`src/rtl/branch_resolve_unit.sv`:
```
// branch_resolve_unit: r200 branch condition, target and mispredict resolution behind one registered valid/ready stage
// Ports: clk, rst (sync, active-high); flush drops the held result and blocks input for the cycle;
//   in_valid/in_ready request with in_rs1, in_rs2, in_funct3, in_pc, in_imm, in_pred_taken;
//   out_valid/out_ready result with out_taken, out_next_pc, out_mispredict, out_illegal.
// Define BRANCH_STATS_EN to add stat_branches, stat_taken, stat_mispredicts (CNTW-bit, counted at acceptance).
module branch_resolve_unit #(
  parameter int XLEN = 32,
  parameter int IMMW = 13,
  parameter int CNTW = 32
) (
  input  logic            clk,
  input  logic            rst,
  input  logic            flush,
  input  logic            in_valid,
  output logic            in_ready,
  input  logic [XLEN-1:0] in_rs1,
  input  logic [XLEN-1:0] in_rs2,
  input  logic [2:0]      in_funct3,
  input  logic [XLEN-1:0] in_pc,
  input  logic [IMMW-1:0] in_imm,
  input  logic            in_pred_taken,
  output logic            out_valid,
  input  logic            out_ready,
  output logic            out_taken,
  output logic [XLEN-1:0] out_next_pc,
  output logic            out_mispredict,
  output logic            out_illegal
`ifdef BRANCH_STATS_EN
  ,
  output logic [CNTW-1:0] stat_branches,
  output logic [CNTW-1:0] stat_taken,
  output logic [CNTW-1:0] stat_mispredicts
`endif
);
  if (XLEN < 8 || IMMW < 2 || IMMW > XLEN || CNTW < 1) begin : g_param_check
    $error("branch_resolve_unit: unsupported parameter set");
  end
  logic eq, lt, ltu, base, illegal, taken, mispredict, accept;
  logic [XLEN-1:0] next_pc;
  always_comb begin
    eq = in_rs1 == in_rs2;
    lt = $signed(in_rs1) < $signed(in_rs2);
    ltu = in_rs1 < in_rs2;
    // funct3[2:1] picks the base compare, funct3[0] inverts it; 01x is the illegal hole
    base = in_funct3[2] ? (in_funct3[1] ? ltu : lt) : eq;
    illegal = in_funct3[2:1] == 2'b01;
    taken = !illegal && (base ^ in_funct3[0]);
    mispredict = taken ^ in_pred_taken;
    next_pc = taken ? in_pc + XLEN'($signed(in_imm)) : in_pc + XLEN'(4);
  end
  assign in_ready = !flush && (!out_valid || out_ready);
  assign accept = in_valid && in_ready;
  always_ff @(posedge clk) begin
    if (rst) begin
      out_valid <= 1'b0;
      out_taken <= 1'b0;
      out_next_pc <= '0;
      out_mispredict <= 1'b0;
      out_illegal <= 1'b0;
    end else begin
      out_valid <= accept || (out_valid && !out_ready && !flush);
      if (accept) begin
        out_taken <= taken;
        out_next_pc <= next_pc;
        out_mispredict <= mispredict;
        out_illegal <= illegal;
      end
    end
  end
`ifdef BRANCH_STATS_EN
  always_ff @(posedge clk) begin
    if (rst) begin
      stat_branches <= '0;
      stat_taken <= '0;
      stat_mispredicts <= '0;
    end else if (accept) begin
      stat_branches <= stat_branches + CNTW'(1);
      stat_taken <= stat_taken + CNTW'(taken);
      stat_mispredicts <= stat_mispredicts + CNTW'(mispredict);
    end
  end
`endif
endmodule

```
`config.mk`:
```
export PLATFORM = sky130hd
export DESIGN_NAME = branch_resolve_unit
export DESIGN_NICKNAME = d
export VERILOG_FILES = /design/src/rtl/branch_resolve_unit.sv
export SDC_FILE = /design/constraint.sdc
export NUM_CORES = 1
export LEC_CHECK = 0
export ABC_AREA = 1
export ABC_CLOCK_PERIOD_IN_PS = 3100
export CAP_MARGIN = 5
export CORE_MARGIN = 3
export CORE_UTILIZATION = 49
export CTS_CLUSTER_SIZE = 14
export DETAILED_ROUTE_END_ITERATION = 8
export PLACE_DENSITY_LB_ADDON = 0.05
export SYNTH_ARGS = -nofsm -noshare
export SYNTH_HDL_FRONTEND = slang
export SYNTH_SLANG_ARGS = --single-unit
```
`constraint.sdc`:
```
create_clock -name clk -period 3.1 [get_ports clk]
set_clock_uncertainty 0.15 [all_clocks]
set_input_delay 0.62 -clock clk [delete_from_list [all_inputs] [get_ports clk]]
set_output_delay 0.62 -clock clk [all_outputs]
set_load 0.01 [all_outputs]
```
Word-level counts from Yosys, hierarchy flattened
Cells that the tools add are included.
{"block": "classes", "add_sub_neg": 2, "order_cmp": 2, "eq_ne": 2, "n_mux": 3, "bitwise": 2, "reduce_logical": 11}
{"operator": "$lt 32x32->1", "n": 2}
{"operator": "$add 32x3->32 const B", "n": 1}
{"operator": "$add 32x32->32", "n": 1}
{"operator": "$eq 32x32->1", "n": 1}
{"operator": "$mux 32", "n": 1}
{"operator": "$logic_and 1x1->1", "n": 5}
{"operator": "$logic_not 1->1", "n": 4}
{"operator": "$eq 2x1->1 const B", "n": 1}
{"operator": "$logic_or 1x1->1", "n": 2}
{"operator": "$mux 1", "n": 2}
{"operator": "$xor 1x1->1", "n": 2}
{"block": "word_totals", "register_bits": 36, "in_bits": 118, "out_inout_bits": 37, "elab_cells": 27}

Logic depth before layout (Yosys ltp)
{"block": "depth", "ltp_word": 6, "mapped_depth": 21, "ltp_nobuf": 20}

Least setup slack after synthesis
No wires, ideal clock.
{"block": "synth_timing", "kind": "input to register", "startpoint": "in in_pc[0]", "endpoint": "reg out_next_pc[30]", "setup_ns": 0.132, "arrival_ns": 2.383, "required_ns": 2.818, "setup_slack_ns": 0.435, "path_stages": 13, "path_buffers": 0, "path_cell_list": "ha_1 inv_1 fa_1 o21ai_2 a21boi_2 o21ai_0 nand2_1 nand3_1 nand2_1 inv_1 nand4_1 nand3_1 a21oi_1"}
{"block": "synth_via", "elab_chain_len": 2, "elab_cells_between_ends": 3, "classes_between": "add/sub (2); mux (1)"}
{"element": "from (decl)", "line_no": "19", "text": "input logic [XLEN-1:0] in_pc,"}
{"element": "$add 32x3->32 / $add 32x32->32 (equally long branches)", "line_no": "49", "text": "next_pc = taken ? in_pc + XLEN'($signed(in_imm)) : in_pc + XLEN'(4);"}
{"element": "$mux 32 *", "line_no": "49"}
{"element": "to (signal assigned)", "line_no": "64", "text": "out_next_pc <= next_pc;"}
{"element": "to (decl)", "line_no": "25", "text": "output logic [XLEN-1:0] out_next_pc,"}
Mark *: on every way between the ends. The rest lies on a longest branch, timed or not.
A chain may end at the register's enable or synchronous reset.

Worst setup path in the final report
{"block": "layout_timing", "startpoint": "in in_rs1[30]", "endpoint": "reg out_next_pc[5]"}
{"block": "layout_via", "elab_chain_len": 6, "elab_cells_between_ends": 8, "classes_between": "order compare (2); eq/ne (1); mux (3); bitwise (1); reduce/logical (1)"}
{"element": "from (decl)", "line_no": "16", "text": "input logic [XLEN-1:0] in_rs1,"}
{"element": "$lt 32x32->1, on equally long branches", "line_no": "42, 43"}
{"element": "$mux 1", "line_no": "45", "text": "base = in_funct3[2] ? (in_funct3[1] ? ltu : lt) : eq;"}
{"element": "$mux 1 *", "line_no": "45"}
{"element": "$xor 1x1->1 *", "line_no": "47", "text": "taken = !illegal && (base ^ in_funct3[0]);"}
{"element": "$logic_and 1x1->1 *", "line_no": "47"}
{"element": "$mux 32 *", "line_no": "49"}
Marked as above.

==> flow_summary_export.csv <==
group,metric,value,unit
detailed_routing,drtIter0Drc,686,
worst_setup_path,critPathMaxStageDelay,0.42,ns
grt,grtUsageMet3,3.612,%
logic_synthesis,avgSynthCellArea,6.204,um2
place,dp_hpwl,15250,um
detailed_routing,post_drt_wl_per_cell,17.73,um
grt,grt_max_degree,62,
place,port_buffers,154,
die,die_h,109.0,um
detailed_routing,vias,7036,
grt,antenna_found_initial,0,
grt,grt_first_pass_wirelength,28840,um
worst_setup_path,crit_path_cell_trace,"clkdlybuf4s50_1, ha_1, nand2_2, nor2_4, nand2_2, inv_2, nand2_4, buf_4, o31ai_4, nand2_2, nand2_4, nand3_4, buf_4, nand2_1, nand3_1, a21oi_2",
grt,grt_pass1_vias,6137,
logic_synthesis,synth_edf_count,0,
die,die_area,11880,um2
timing,min_period,3.275,ns
logic_synthesis,ys_warn_count,0,
timing,slew_violations,0,
die,design.core.area,10040,um2
detailed_routing,dr.pass1.iters,6,
worst_setup_path,slowest_stage,"clkdlybuf4s50_1",
worst_hold_path,min_path_type,"flip-flop to flip-flop",
clocking,clock_latency,0.30,ns
logic_synthesis,synth.most_common_cell,"nand2_1",
worst_setup_path,critPathKind,"input port to flip-flop",
die,start_util,51.76,%
worst_setup_path,r2r_start,"out_valid",
logic_synthesis,synth_cell_types,38,
final_layout,nNetsFinal,1282,
grt,use_met1,41.14,%
timing,setup_slack,-0.1751,ns
grt,overflow,0,
detailed_routing,drc_errors,0,
grt,grtUsageMet2,51.01,%
pwr,leakagePower,4.365,nW
logic_synthesis,synth_common_cells,"nand2_1, inv_1, ha_1",
logic_synthesis,ys_top_cells_by_area,"ha_1, nand2_1, dfxtp_1",
worst_setup_path,crit_path_frequent_cell,"nand2_2",
run_status,violations,"setup timing",
die,rows,36,
clocking,cts-root-buf,"clkbuf_8",
worst_hold_path,min_from,"out_next_pc[19]",
worst_setup_path,reg2reg_to,"out_next_pc[5]",
logic_synthesis,yosysTopAreaCell,"ha_1",
logic_synthesis,synthArstFlopShare,0,%
worst_setup_path,rr_worst_depth,8,
detailed_routing,vias_per_cell,5.706,
die,die_w,109.0,um
logic_synthesis,ys_seq_area_share,13.86,%
timing,finalSetupViolCount,19,
final_layout,area_growth,62.38,%
clocking,h-tree-depth,2,
clocking,hold_buffers,0,
worst_setup_path,startpoint_type,"input port",
clocking,clockBufferDepth,2,
grt,grt-busiest-layer,"met2",
detailed_routing,wl,21860,um
logic_synthesis,synth-main-ff-cell,"dfxtp_1",
clocking,cts.sinks,36,
worst_hold_path,holdPathEnd,"out_next_pc[19]",
timing,rsz0062_at_grt,"true",
final_layout,final_util,84.04,%
clocking,path_clk_slew,0.07,ns
worst_setup_path,r2r_slack,1.10,ns
place,gp_congestion,0.9732,
clocking,cts-buffers-inserted,5,
detailed_routing,antenna_left,0,
worst_setup_path,critical_path_required,3.17,ns
pwr,vdd.ir_drop.worst,0.0002265,V
job,drv_cap,0,
final_layout,antenna_cells,0,
timing,maxSlewHeadroom,48.22,%
worst_setup_path,critPathMaxFanout,7,
pwr,power_density,271.6,nW/um2
worst_setup_path,cp.arrival,3.35,ns
logic_synthesis,synth_area,5199,um2
logic_synthesis,synth_nets,1021,
timing,fin_setup_tns,-0.7758,ns
worst_hold_path,hold_depth,2,
die,io_pins,155,
worst_setup_path,cp-end-kind,"flip-flop",
timing,timing.final.hold_violations,0,
grt,grt_usage,30.15,%
timing,worstMarginPinSlew,0.7720,ns
logic_synthesis,synth.top_cell.area_share,15.40,%
clocking,cts_tree,"yes",
run_status,status,"complete, but fails checks",
timing,period_share,105.6,%
timing,fmax,0.3053,GHz
final_layout,drive_above_1_share,21.18,%
logic_synthesis,postSynthCellCount,838,
logic_synthesis,synth_seq_cells,36,
## per-stage QoR
stage	cell area (um2)	setup WS [ns]	instances	total power, mW	hold WS, ns
final	8442	-0.1751	1233	2.293	0.3311
after global routing	8442	-0.2809	1233	2.401	0.3496
after CTS	7810	0.01305	1223	2.125	0.3223
after detailed placement	7699	-0.2893	1215	1.715	0.3127
after global placement	7699	-0.1568	1215	1.676	0.3034
after floorplan	5199	0.4351	838	1.118	0.3400
## flip-flops by register name (all words and copies together) (netlist names)
| register | count |
|---|---|
| out_next_pc | 32 |
| out_illegal | 1 |
| out_valid | 1 |
| out_mispredict | 1 |
| out_taken | 1 |
## cells in the final DEF, fill, tap and decap left out, types with 25 or more instances in the layout
cell and n:
clkdlybuf4s50_1 122, xor2_1 35, nand4_1 48, inv_1 111, dfxtp_1 36, dlymetal6s2s_1 32, buf_4 112, nand3_1 58
nor2_1 49, ha_1 40, nand2_1 187, o21a_1 25, a21oi_1 48
## final cells by class
type / instances / area (um2)
Clock inverter: 3 / 42.54
Multi-Input combinational cell: 646 / 4308
Tap cell: 133 / 166.4
Clock buffer: 5 / 68.82
Sequential cell: 36 / 720.7
Fill cell: 603 / 1603
Inverter: 134 / 503.0
Timing Repair Buffer: 276 / 2633
## timing repair
item	in CTS	in global routing
buffers inserted	0	9
endpoints found under the setup margin	0	33
gates resized for setup	0	127
## worst max-delay path: cells and delay by family
kind	cells	cell delay (ns)
compound gates	2	0.53
fa+ha+maj	1	0.31
buf+inv	4	0.86
simple gates	9	1.02
## cell families (layout without fill, tap and decap cells)
kind of cell	Yosys count	count (layout)	share of synthesized area, %
and+or+nand+nor	398	398	34.83
buffers and inverters	156	418	11.82
AOI/OAI and AO/OA	133	133	15.28
adders and majority gates	65	65	15.79
xor gates and xnor gates	50	50	8.424
DFF	36	36	13.86
## where the power goes
part           internal (mW)  switching, mW  total, mW
sequential             0.497         0.0230      0.520
clock                  0.238          0.180      0.418
combinational          0.658          0.697       1.35
total                   1.39          0.900       2.29
## metal layers
layer,up-vias,wire [um]
met5,-,0
met4,0,944
met3,106,2058
met2,451,10360
met1,3182,8500
li1,3297,-
## worst max path at each step
stage,startpoint,to,slack [ns]
final,in_rs1[30],out_next_pc[5],-0.18
after global routing,in_rs1[30],out_next_pc[5],-0.28
after CTS,in_rs2[15],out_mispredict,0.01
after detailed placement,in_rs2[15],out_mispredict,-0.29
after global placement,in_rs2[15],out_next_pc[8],-0.16
after floorplan,in_pc[0],out_next_pc[30],0.44
Note: power is estimated with default switching activity, not from simulation.
